==> config.mk <==
export PLATFORM = sky130hd
export DESIGN_NAME = fifo_ctrl
export DESIGN_NICKNAME = d
export VERILOG_FILES = /design/src/rtl/fifo_ctrl.sv
export SDC_FILE = /design/constraint.sdc
export NUM_CORES = 1
export LEC_CHECK = 0
export CAP_MARGIN = 20
export CELL_PAD_IN_SITES_DETAIL_PLACEMENT = 1
export CELL_PAD_IN_SITES_GLOBAL_PLACEMENT = 2
export CORE_MARGIN = 1
export CORE_UTILIZATION = 25
export DETAILED_ROUTE_END_ITERATION = 7
export PLACE_DENSITY_LB_ADDON = 0.1
export SKIP_CTS_REPAIR_TIMING = 1
export SYNTH_ARGS = -nofsm -noshare
export SYNTH_HDL_FRONTEND = slang
export SYNTH_SLANG_ARGS = --single-unit
==> constraint.sdc <==
create_clock -name clk -period 5.5 [get_ports clk]
set_clock_uncertainty 0.05 [all_clocks]
set_input_delay 0.825 -clock clk [delete_from_list [all_inputs] [get_ports clk]]
set_output_delay 0.825 -clock clk [all_outputs]
set_load 0.005 [all_outputs]
==> src/rtl/fifo_ctrl.sv <==
// Pointer/flag controller for a FIFO on the DRAM1 dual-port memory (A = write, B = read).
// Build option FIFO_ERR_STICKY_EN: overflow/underflow hold until reset instead of pulsing.
module fifo_ctrl #(
    parameter int DATA_WIDTH   = 4,
    parameter int ADDR_WIDTH   = 3,
    parameter int ALMOST_FULL  = 6,
    parameter int ALMOST_EMPTY = 2
) (
    input  logic                  clk,
    input  logic                  reset_L,
    input  logic                  push,
    input  logic                  pop,
    input  logic [DATA_WIDTH-1:0] data_in,
    input  logic [DATA_WIDTH-1:0] q_b,
    output logic [DATA_WIDTH-1:0] data_a,
    output logic [ADDR_WIDTH-1:0] addr_a,
    output logic                  we_a,
    output logic [ADDR_WIDTH-1:0] addr_b,
    output logic                  re_b,
    output logic [DATA_WIDTH-1:0] data_out,
    output logic                  valid_out,
    output logic [ADDR_WIDTH:0]   count,
    output logic                  full,
    output logic                  empty,
    output logic                  almost_full,
    output logic                  almost_empty,
    output logic                  overflow,
    output logic                  underflow
);

    localparam logic [ADDR_WIDTH:0] DEPTH_C = (ADDR_WIDTH+1)'(1 << ADDR_WIDTH);
    localparam logic [ADDR_WIDTH:0] AF_C    = (ADDR_WIDTH+1)'(ALMOST_FULL);
    localparam logic [ADDR_WIDTH:0] AE_C    = (ADDR_WIDTH+1)'(ALMOST_EMPTY);

    logic [ADDR_WIDTH-1:0] wr_ptr;
    logic [ADDR_WIDTH-1:0] rd_ptr;
    logic                  push_acc;
    logic                  pop_acc;
    logic [ADDR_WIDTH:0]   count_nxt;
    logic                  overflow_nxt;
    logic                  underflow_nxt;

    // Full/empty are registered, so acceptance never depends on this cycle's request mix.
    always_comb begin
        push_acc = push & ~full;
        pop_acc  = pop & ~empty;
    end

    always_comb begin
        count_nxt = count;
        unique case ({push_acc, pop_acc})
            2'b10:   count_nxt = count + 1'b1;
            2'b01:   count_nxt = count - 1'b1;
            default: count_nxt = count;
        endcase
    end

`ifdef FIFO_ERR_STICKY_EN
    always_comb begin
        overflow_nxt  = overflow  | (push & full);
        underflow_nxt = underflow | (pop & empty);
    end
`else
    always_comb begin
        overflow_nxt  = push & full;
        underflow_nxt = pop & empty;
    end
`endif

    // Enables are gated by reset so DRAM1 sees no access while the pointers are being cleared.
    assign we_a     = reset_L & push_acc;
    assign re_b     = reset_L & pop_acc;
    assign addr_a   = wr_ptr;
    assign addr_b   = rd_ptr;
    assign data_a   = data_in;
    assign data_out = q_b;

    always_ff @(posedge clk) begin
        if (!reset_L) begin
            wr_ptr       <= '0;
            rd_ptr       <= '0;
            count        <= '0;
            full         <= 1'b0;
            empty        <= 1'b1;
            almost_full  <= 1'b0;
            almost_empty <= 1'b1;
            valid_out    <= 1'b0;
            overflow     <= 1'b0;
            underflow    <= 1'b0;
        end else begin
            if (push_acc) wr_ptr <= wr_ptr + 1'b1;
            if (pop_acc)  rd_ptr <= rd_ptr + 1'b1;
            count        <= count_nxt;
            full         <= (count_nxt == DEPTH_C);
            empty        <= (count_nxt == '0);
            almost_full  <= (count_nxt >= AF_C);
            almost_empty <= (count_nxt <= AE_C);
            valid_out    <= pop_acc;
            overflow     <= overflow_nxt;
            underflow    <= underflow_nxt;
        end
    end

endmodule

==> impl_metrics.env, run 1 <==
export IMPL_outcome="complete, no violations"
export IMPL_synth_flop_cell="dfxtp_1"
export IMPL_hold_path_depth=1
export IMPL_num_vias=650
export IMPL_ir_drop_v=0.000135
export IMPL_clk_pin_slew_ps=90
export IMPL_grt_pass1_wl_um=3420
export IMPL_finalSetupTns_ps=0
export IMPL_cp_num_cells=8
export IMPL_largest_register="count"
export IMPL_antenna_found_initial=0
export IMPL_die_h_um=62.2
export IMPL_layout_setup_ws_ps=2040
export IMPL_path_class="in2reg"
export IMPL_synth_seq_cells=17
export IMPL_relSlewSlack_pct=64.1
export IMPL_reg2reg_depth=7
export IMPL_syn2layout_area_growth_pct=23.8
export IMPL_cts_made_buffers=3
export IMPL_crit_family="simple AND/OR/NAND/NOR gates"
export IMPL_gp_congestion=0.707
export IMPL_start_util_pct=26.7
export IMPL_rsz0062_at_grt="no"
export IMPL_cp_max_fo=12
export IMPL_port_buffers=22
export IMPL_hold_class="reg2reg"
export IMPL_cts_tree="yes"
export IMPL_period_share_pct=62.9
export IMPL_worst_pin_slew_ps=537
export IMPL_cp_end_kind="flop"
export IMPL_dpl_worst_slack_ps=1730
export IMPL_setup_viol=0
export IMPL_cp_slowest_stage_delay_ps=720
export IMPL_wl_per_cell_um=12.5
export IMPL_grt_total_usage_pct=11.1
export IMPL_placed_cells=147
export IMPL_die_w_um=62.2
export IMPL_cts_max_path_buffers=2
export IMPL_crit_chain="clkdlybuf4s50_1 -> nor2b_1 -> inv_1 -> ha_1 -> or4b_2 -> a21o_2 -> o221ai_2 -> nor4b_1"
export IMPL_route_detailed_drc=0
export IMPL_synth_edf_count=0
export IMPL_syn_inst=92
export IMPL_finalNetCount=123
export IMPL_pin_count=39
export IMPL_p_per_area_mw_per_mm2=364
export IMPL_std_cell_rows=21
export IMPL_synth_avg_cell_area_um2=9.83
export IMPL_ant_nets=0
export IMPL_ys_top_cells_by_area="dfxtp_1, ha_1, buf_4, nor2_1, mux2i_1"
export IMPL_grt_pass1_vias=694
export IMPL_die_area_mm2=0.00386
export IMPL_drt_total_wl_um=1890
export IMPL_drv_cap=0
export IMPL_core_mm2=0.00339
export IMPL_slew_viol_final=0
export IMPL_yosysUniqueCellTypes=36
export IMPL_cts_sinks=17
export IMPL_async_reset_ff_share_pct=0
export IMPL_p_leak_nw=0.441
export IMPL_drtPass1Iterations=6
export IMPL_htreeDepth=1
export IMPL_crit_buf_inv=2
export IMPL_synth_warnings=0
export IMPL_fill_cells=399
export IMPL_stdcell_count=151
export IMPL_cp_data_required_time_ps=5630
export IMPL_grt_max_degree=13
export IMPL_grt_overflow=0
export IMPL_syn_area_um2=905
export IMPL_placed_cell_area_mm2=0.00109
export IMPL_worst_skew_pair_late_latency_ps=280
export IMPL_cp_start_kind="input port"
export IMPL_drt_iter0_drc=21
export IMPL_syn_nets=109
export IMPL_synth_top_area_share_pct=37.6
export IMPL_period_minus_slack_ps=3460
export IMPL_fin_total_pwr_mw=0.407
export IMPL_hold_viol=0
export IMPL_cp_arrival_ps=3590
export IMPL_diodes=0
export IMPL_largest_reg_flops=4
export IMPL_dp_hpwl_um=1450
export IMPL_cts_root_buf="clkbuf_4"
export IMPL_yosys_area_top_type="dfxtp_1"
export IMPL_vias_per_cell=4.30
export IMPL_fin_area_mm2=0.00112
export IMPL_fmax_mhz=289
export IMPL_layout_drive_gt1_share_pct=10.5
export IMPL_crit_slowest_cell="or4b_2"
export IMPL_ys_seq_area_share_pct=37.6
-- cell families (layout without fill, tap and decap cells) --
logic type               count (synthesis)  after routing  share of synthesized area (%)
AND/OR/NAND/NOR                         32             32                           20.3
flip-flops                              17             17                           37.6
buffers and inverters                   17             30                           11.5
AO/OA/AOI/OAI                           10             10                           12.4
XOR/XNOR                                 7              7                           6.78
adder cells (fa/ha/maj)                  5              5                           6.92
multiplexers                             4              4                           4.43
-- where the power goes --
group          switching (mW)  total, mW  leakage (nW)  internal, mW
sequential             0.0278      0.175         0.139         0.147
combinational          0.0739      0.167         0.287        0.0931
clock                  0.0375     0.0656        0.0150        0.0281
total                   0.139      0.407         0.441         0.268
-- area by class of cell --
class                   instances  area, um^2  area share (%)
flip-flops and latches         17         340            30.4
repair buffers                 22         220            19.7
multi-input cells              58         460            41.1
clock buffers                   4        26.3            2.35
well taps                      46        57.6            5.14
inverters                       4        15.0            1.34
-- per-layer routing --
layer  vias up  track usage (%)  share of wire [%]
li1        331                -                  -
met1       294             14.3                 48
met2        21             17.2                 45
met3         4             4.60                6.0
met4         0             2.33               0.74
met5         -                0                  0
-- cell usage after synthesis (2+ instances only) --
cell       n
and2_1     3
and3_1     2
buf_2      2
buf_4      8
clkbuf_1   2
dfxtp_1   17
ha_1       5
inv_1      3
mux2i_1    4
nand2_1    2
nor2_1    12
nor2b_1    3
xnor2_1    3
xor2_1     4
-- through the flow --
| step | utilization (%) | hold WS (ps) |
|---|---|---|
| 2_1_floorplan | - | 441 |
| 3_5_place_dp | 32.3 | 442 |
| 4_1_cts | 33.0 | 457 |
| 6_report | 33.0 | 451 |
| 5_1_grt | 33.0 | 465 |
| 3_3_place_gp | 32.3 | 440 |
-- cells in the final DEF, fill, tap and decap left out, types with 2 or more instances in the layout --
cell type,count
xnor2_1,3
inv_1,3
nor2b_1,3
mux2i_1,4
and3_1,2
clkbuf_4,3
clkdlybuf4s50_1,22
and2_1,3
dfxtp_1,17
xor2_1,4
nand2_1,2
nor2_1,12
ha_1,5
-- final timing paths --
| kind | endpoint | slack, ps | from |
|---|---|---|---|
| setup / recovery | full | 2040 | push |
| hold / removal | underflow | 450 | empty |
| setup reg to reg | full | 2750 | full |
| hold reg to reg | underflow | 450 | empty |
(Power assumes the default switching activity.)
==> run 2, diff against run 1 <==
--- a/config.mk
+++ b/config.mk
@@ -9,7 +9,7 @@
 export CELL_PAD_IN_SITES_DETAIL_PLACEMENT = 1
 export CELL_PAD_IN_SITES_GLOBAL_PLACEMENT = 2
 export CORE_MARGIN = 1
-export CORE_UTILIZATION = 25
+export CORE_UTILIZATION = 24
 export DETAILED_ROUTE_END_ITERATION = 7
 export PLACE_DENSITY_LB_ADDON = 0.1
 export SKIP_CTS_REPAIR_TIMING = 1
==> constraint.sdc (replaced) <==
create_clock -name clk -period 3.4 [get_ports clk]
set_clock_uncertainty 0.05 [all_clocks]
set_input_delay 0.51 -clock clk [delete_from_list [all_inputs] [get_ports clk]]
set_output_delay 0.51 -clock clk [all_outputs]
set_load 0.005 [all_outputs]
==> run 2 against run 1 <==
Count of clock-buffer cells in the layout fell by 1. Critical path type unchanged. Via count rose by 6.0%. Largest cell class unchanged. Die area rose by 4.0%.
==> impl_metrics.env, run 2 (synthesis results as in run 1) <==
export IMPL_worst_skew_pair_late_latency_ps=250
export IMPL_clockPowerShare_pct=20.5
export IMPL_ir_drop_v=0.000265
export IMPL_start_util_pct=26.1
export IMPL_cts_made_buffers=3
export IMPL_slew_viol_final=0
export IMPL_period_minus_slack_ps=2830
export IMPL_setup_viol=0
export IMPL_crit_family="simple AND/OR/NAND/NOR gates"
export IMPL_path_class="in2reg"
export IMPL_reg2reg_slack_ps=1000
export IMPL_power_frac_comb_pct=39.6
export IMPL_final_common_cell="clkdlybuf4s50_1"
export IMPL_period_share_pct=83.3
export IMPL_drv_cap=0
export IMPL_largest_register="count"
export IMPL_rsz0062_at_grt="no"
export IMPL_drtPass1Iterations=3
export IMPL_num_vias=689
export IMPL_port_buffers=22
export IMPL_diodes=0
export IMPL_grt_max_degree=12
export IMPL_cp_max_fo=11
export IMPL_drt_iter0_drc=10
export IMPL_fin_area_mm2=0.00117
export IMPL_die_h_um=63.4
export IMPL_cp_data_required_time_ps=3500
export IMPL_relSlewSlack_pct=75.2
export IMPL_hold_class="reg2reg"
export IMPL_layout_drive_gt1_share_pct=14.7
export IMPL_reg2reg_depth=7
export IMPL_crit_slowest_cell="or4_1"
export IMPL_cts_sinks=17
export IMPL_switching_share_pct=33.3
export IMPL_core_mm2=0.00347
export IMPL_htreeDepth=1
export IMPL_placed_cell_area_mm2=0.00112
export IMPL_cp_end_kind="flop"
export IMPL_cp_arrival_ps=2930
export IMPL_cp_start_kind="input port"
export IMPL_final_cell_mix="clkdlybuf4s50_1, dfxtp_1, nor2_1, ha_1"
export IMPL_clk_pin_slew_ps=60
export IMPL_worst_pin_slew_ps=370
export IMPL_vias_per_cell=4.45
export IMPL_timing_rr_start="empty"
export IMPL_antenna_found_initial=0
export IMPL_hp_start="empty"
export IMPL_hold_end="underflow"
export IMPL_p_leak_nw=0.471
export IMPL_fin_total_pwr_mw=0.717
export IMPL_internal_power_mw=0.478
export IMPL_seq_power_share_pct=39.9
export IMPL_grt_pass1_vias=728
export IMPL_dp_hpwl_um=1620
export IMPL_grt_overflow=0
export IMPL_cp_slowest_stage_delay_ps=540
export IMPL_fill_cells=413
export IMPL_fmax_mhz=353
export IMPL_gp_congestion=0.756
export IMPL_r2r_end="full"
export IMPL_pin_count=39
export IMPL_p_per_area_mw_per_mm2=613
export IMPL_ant_nets=0
export IMPL_wl_per_cell_um=13.7
export IMPL_die_w_um=63.4
export IMPL_critPathMostFrequentCell="buf_4"
export IMPL_cts_max_path_buffers=2
export IMPL_finalNetCount=127
export IMPL_crit_chain="clkdlybuf4s50_1 -> nor2b_1 -> buf_4 -> ha_1 -> buf_4 -> or4_1 -> o221ai_2 -> nor4b_1"
export IMPL_layout_setup_ws_ps=568
export IMPL_route_detailed_drc=0
export IMPL_grt_pass1_wl_um=3490
export IMPL_largest_reg_flops=4
export IMPL_p_switching_mw=0.239
export IMPL_drt_total_wl_um=2120
export IMPL_dpl_worst_slack_ps=303
export IMPL_std_cell_rows=21
export IMPL_grt_total_usage_pct=11.0
export IMPL_hold_path_depth=1
export IMPL_cts_tree="yes"
export IMPL_crit_buf_inv=3
export IMPL_syn2layout_area_growth_pct=29.3
export IMPL_hold_viol=0
export IMPL_die_area_mm2=0.00402
export IMPL_fin_hold_ws_ps=455
export IMPL_finalSetupTns_ps=0
export IMPL_outcome="complete, no violations"
export IMPL_cts_root_buf="clkbuf_8"
[run 2: worst max path at each step]
stage               from           end  cells after the start
floorplan            pop   almost_full                      7
global placement     pop          full                      8
detailed placement   pop          full                      8
CTS                  pop          full                      8
global route        push  almost_empty                     10
finish               pop          full                      8
[run 2: area by class of cell]
| cell class | count | area [um^2] | share of cell area [%] |
|---|---|---|---|
| clock buffers | 3 | 41.3 | 3.53 |
| clock inverters | 1 | 5.00 | 0.428 |
| inverters | 4 | 15.0 | 1.28 |
| multi-input cells | 58 | 460 | 39.4 |
| flip-flops and latches | 17 | 340 | 29.1 |
| well taps | 46 | 57.6 | 4.92 |
| repair buffers | 26 | 250 | 21.4 |
[run 2: power by group through the flow]
stage	combinational [mW]	clock, mW	sequential, mW
3_3_place_gp	0.284	0	0.290
5_1_grt	0.315	0.163	0.294
4_1_cts	0.288	0.156	0.287
6_report	0.284	0.147	0.286
2_1_floorplan	0.190	0	0.270
3_5_place_dp	0.286	0	0.291
[run 2: layer usage]
metal	up-vias	track usage (%)	wire length, um
met3	4	3.62	107
li1	338	-	-
met4	0	2.27	16
met1	329	13.0	946
met2	18	19.1	1050
met5	-	0	0
[run 2: metrics by stage]
step	utilization [%]	std cells
after floorplan	-	92
after global placement	32.4	151
after detailed placement	32.4	151
after CTS	33.7	155
after global routing	33.7	155
final	33.7	155
==> patch (settings of run 2) <==
Set the parameter `ADDR_WIDTH` to 2 (it was 3).
--- a/src/rtl/fifo_ctrl.sv
+++ b/src/rtl/fifo_ctrl.sv
@@ -2,7 +2,7 @@
 // Build option FIFO_ERR_STICKY_EN: overflow/underflow hold until reset instead of pulsing.
 module fifo_ctrl #(
     parameter int DATA_WIDTH   = 4,
-    parameter int ADDR_WIDTH   = 3,
+    parameter int ADDR_WIDTH   = 2,
     parameter int ALMOST_FULL  = 6,
     parameter int ALMOST_EMPTY = 2
 ) (
Interface: changed (resized addr_a, addr_b and count); port bits go from 39 to 36. The function was not compared with the original's and may differ.
==> patch against run 2 <==
Sequential power fell by 29%; die area fell by 31%; routed wire length fell by 40%; cell area fell by 31%; power fell by 40%; setup slack improved by 0.20 ns; synthesized area fell by 32%; clock power fell by 37%; sequential cell count fell by 3; critical path type unchanged; largest cell class is now flip-flops and latches; largest power group unchanged.
==> patch: results (changes against run 2) <==
Synthesis
  • Seq/Total Area, Yosys: 0.453 (+0.0763)
  • Most frequent cells after synthesis: dfxtp_1 (14), buf_4 (8), nor2_1 (6)
  • Compound-gate portion of the synthesized area: 0.0990 (-0.0255)
  • Area contributors post-synth: dfxtp_1 (45%), buf_4 (9.7%), xor2_1 (4.2%)
  • Post-synthesis mux area share: 0 (-0.0443)
  • Mapped Cells: 65 (-29%)
  • Xor/xnor share of the synthesized area: 0.0566 (-0.0112)

Hold path
  • Hold Path Origin: addr_a[0]$_SDFFE_PN0P_

CTS
  • CTS Root Cell: clkbuf_4
  • Clock transition at path regs: 0.08 ns (+0.02 ns)

Final layout
  • Largest register FFs: 3 (-1)
  • Share of cells above drive strength 1: 0.127 (-0.0202)
  • Fin nets: 95 (-25%)
  • Final Non-Filler Cells: 109 (-30%)
  • Fill count: 292 (-29%)

Place
  • Post-DP HPWL: 978 um (-40%)
  • Placer Congestion: 0.684 (-9.5%)
  • # port buffers: 19 (-14%)
  • Dpl ws: 0.480 ns (+0.177 ns)
  • Dpl cell area: 787 sq um (-30%)

Critical path
  • Crit path max fanout: 4 (-7)
  • FF-to-FF setup slack: 1.21 ns (+0.21 ns)

Routing
  • Vias per cell: 4.25 (-4.4%)
  • Drt initial violations: 2 (-8)
  • Routed Wire Length: 1.28 mm (-40%)

STA
  • Hold slack: 0.445 ns (-0.00969 ns)
  • Tmin final: 2.63 ns (-0.204 ns)
  • Worst slew pin tran: 0.324 ns (-0.0460 ns)

Power
  • P_leak: 0.323 nW (-31%)
  • Switch share: 0.290 (-0.0434)

Global route
  • Vias in the first global route: 485 (-33%)
  • Largest net degree at the start of global routing: 9 (-3)

Status
  • Status: completed
patch: cell families after synthesis:
family / count (synthesis)
AO/OA/AOI/OAI: 9
buffers and inverters: 14
XOR/XNOR: 4
AND/OR/NAND/NOR: 22
adder cells (fa/ha/maj): 2
flip-flops: 14
patch: final timing paths:
path,depth (start not counted),end
worst max register to register,7,almost_empty$_SDFF_PN1_
worst max-delay path,8,almost_empty$_SDFF_PN1_
worst min register to register,2,addr_a[0]$_SDFFE_PN0P_
worst min-delay path,2,addr_a[0]$_SDFFE_PN0P_
patch: routing by layer:
metal	part of all wire	track usage
met1	0.45	0.127
met2	0.46	0.154
met3	0.074	0.0377
met4	0.012	0.0833
met5	0	0
patch: power groups by stage:
stage                     clock network [mW]  logic (mW)  registers [mW]
after floorplan                            0      0.0764           0.207
after global routing                   0.106       0.151           0.207
after global placement                     0       0.140           0.208
after CTS                             0.0981       0.139           0.205
final                                 0.0923       0.135           0.203
after detailed placement                   0       0.138           0.208
patch: worst max-delay path: stages:
cell and delay (ns):
clkdlybuf4s50_1 0.50, nor2b_1 0.30, ha_1 0.25, inv_1 0.06, fa_1 0.37, xor2_1 0.19, or4_4 0.45, o211a_1 0.13
patch: layout make-up:
type	instances	area [sq um]	share of cell area
Clock buffer	3	22.5	0.0278
Inverter	6	22.5	0.0278
Multi-Input combinational cell	37	256	0.317
Sequential cell	14	280	0.346
Tap cell	30	37.5	0.0464
Timing Repair Buffer	19	190	0.235
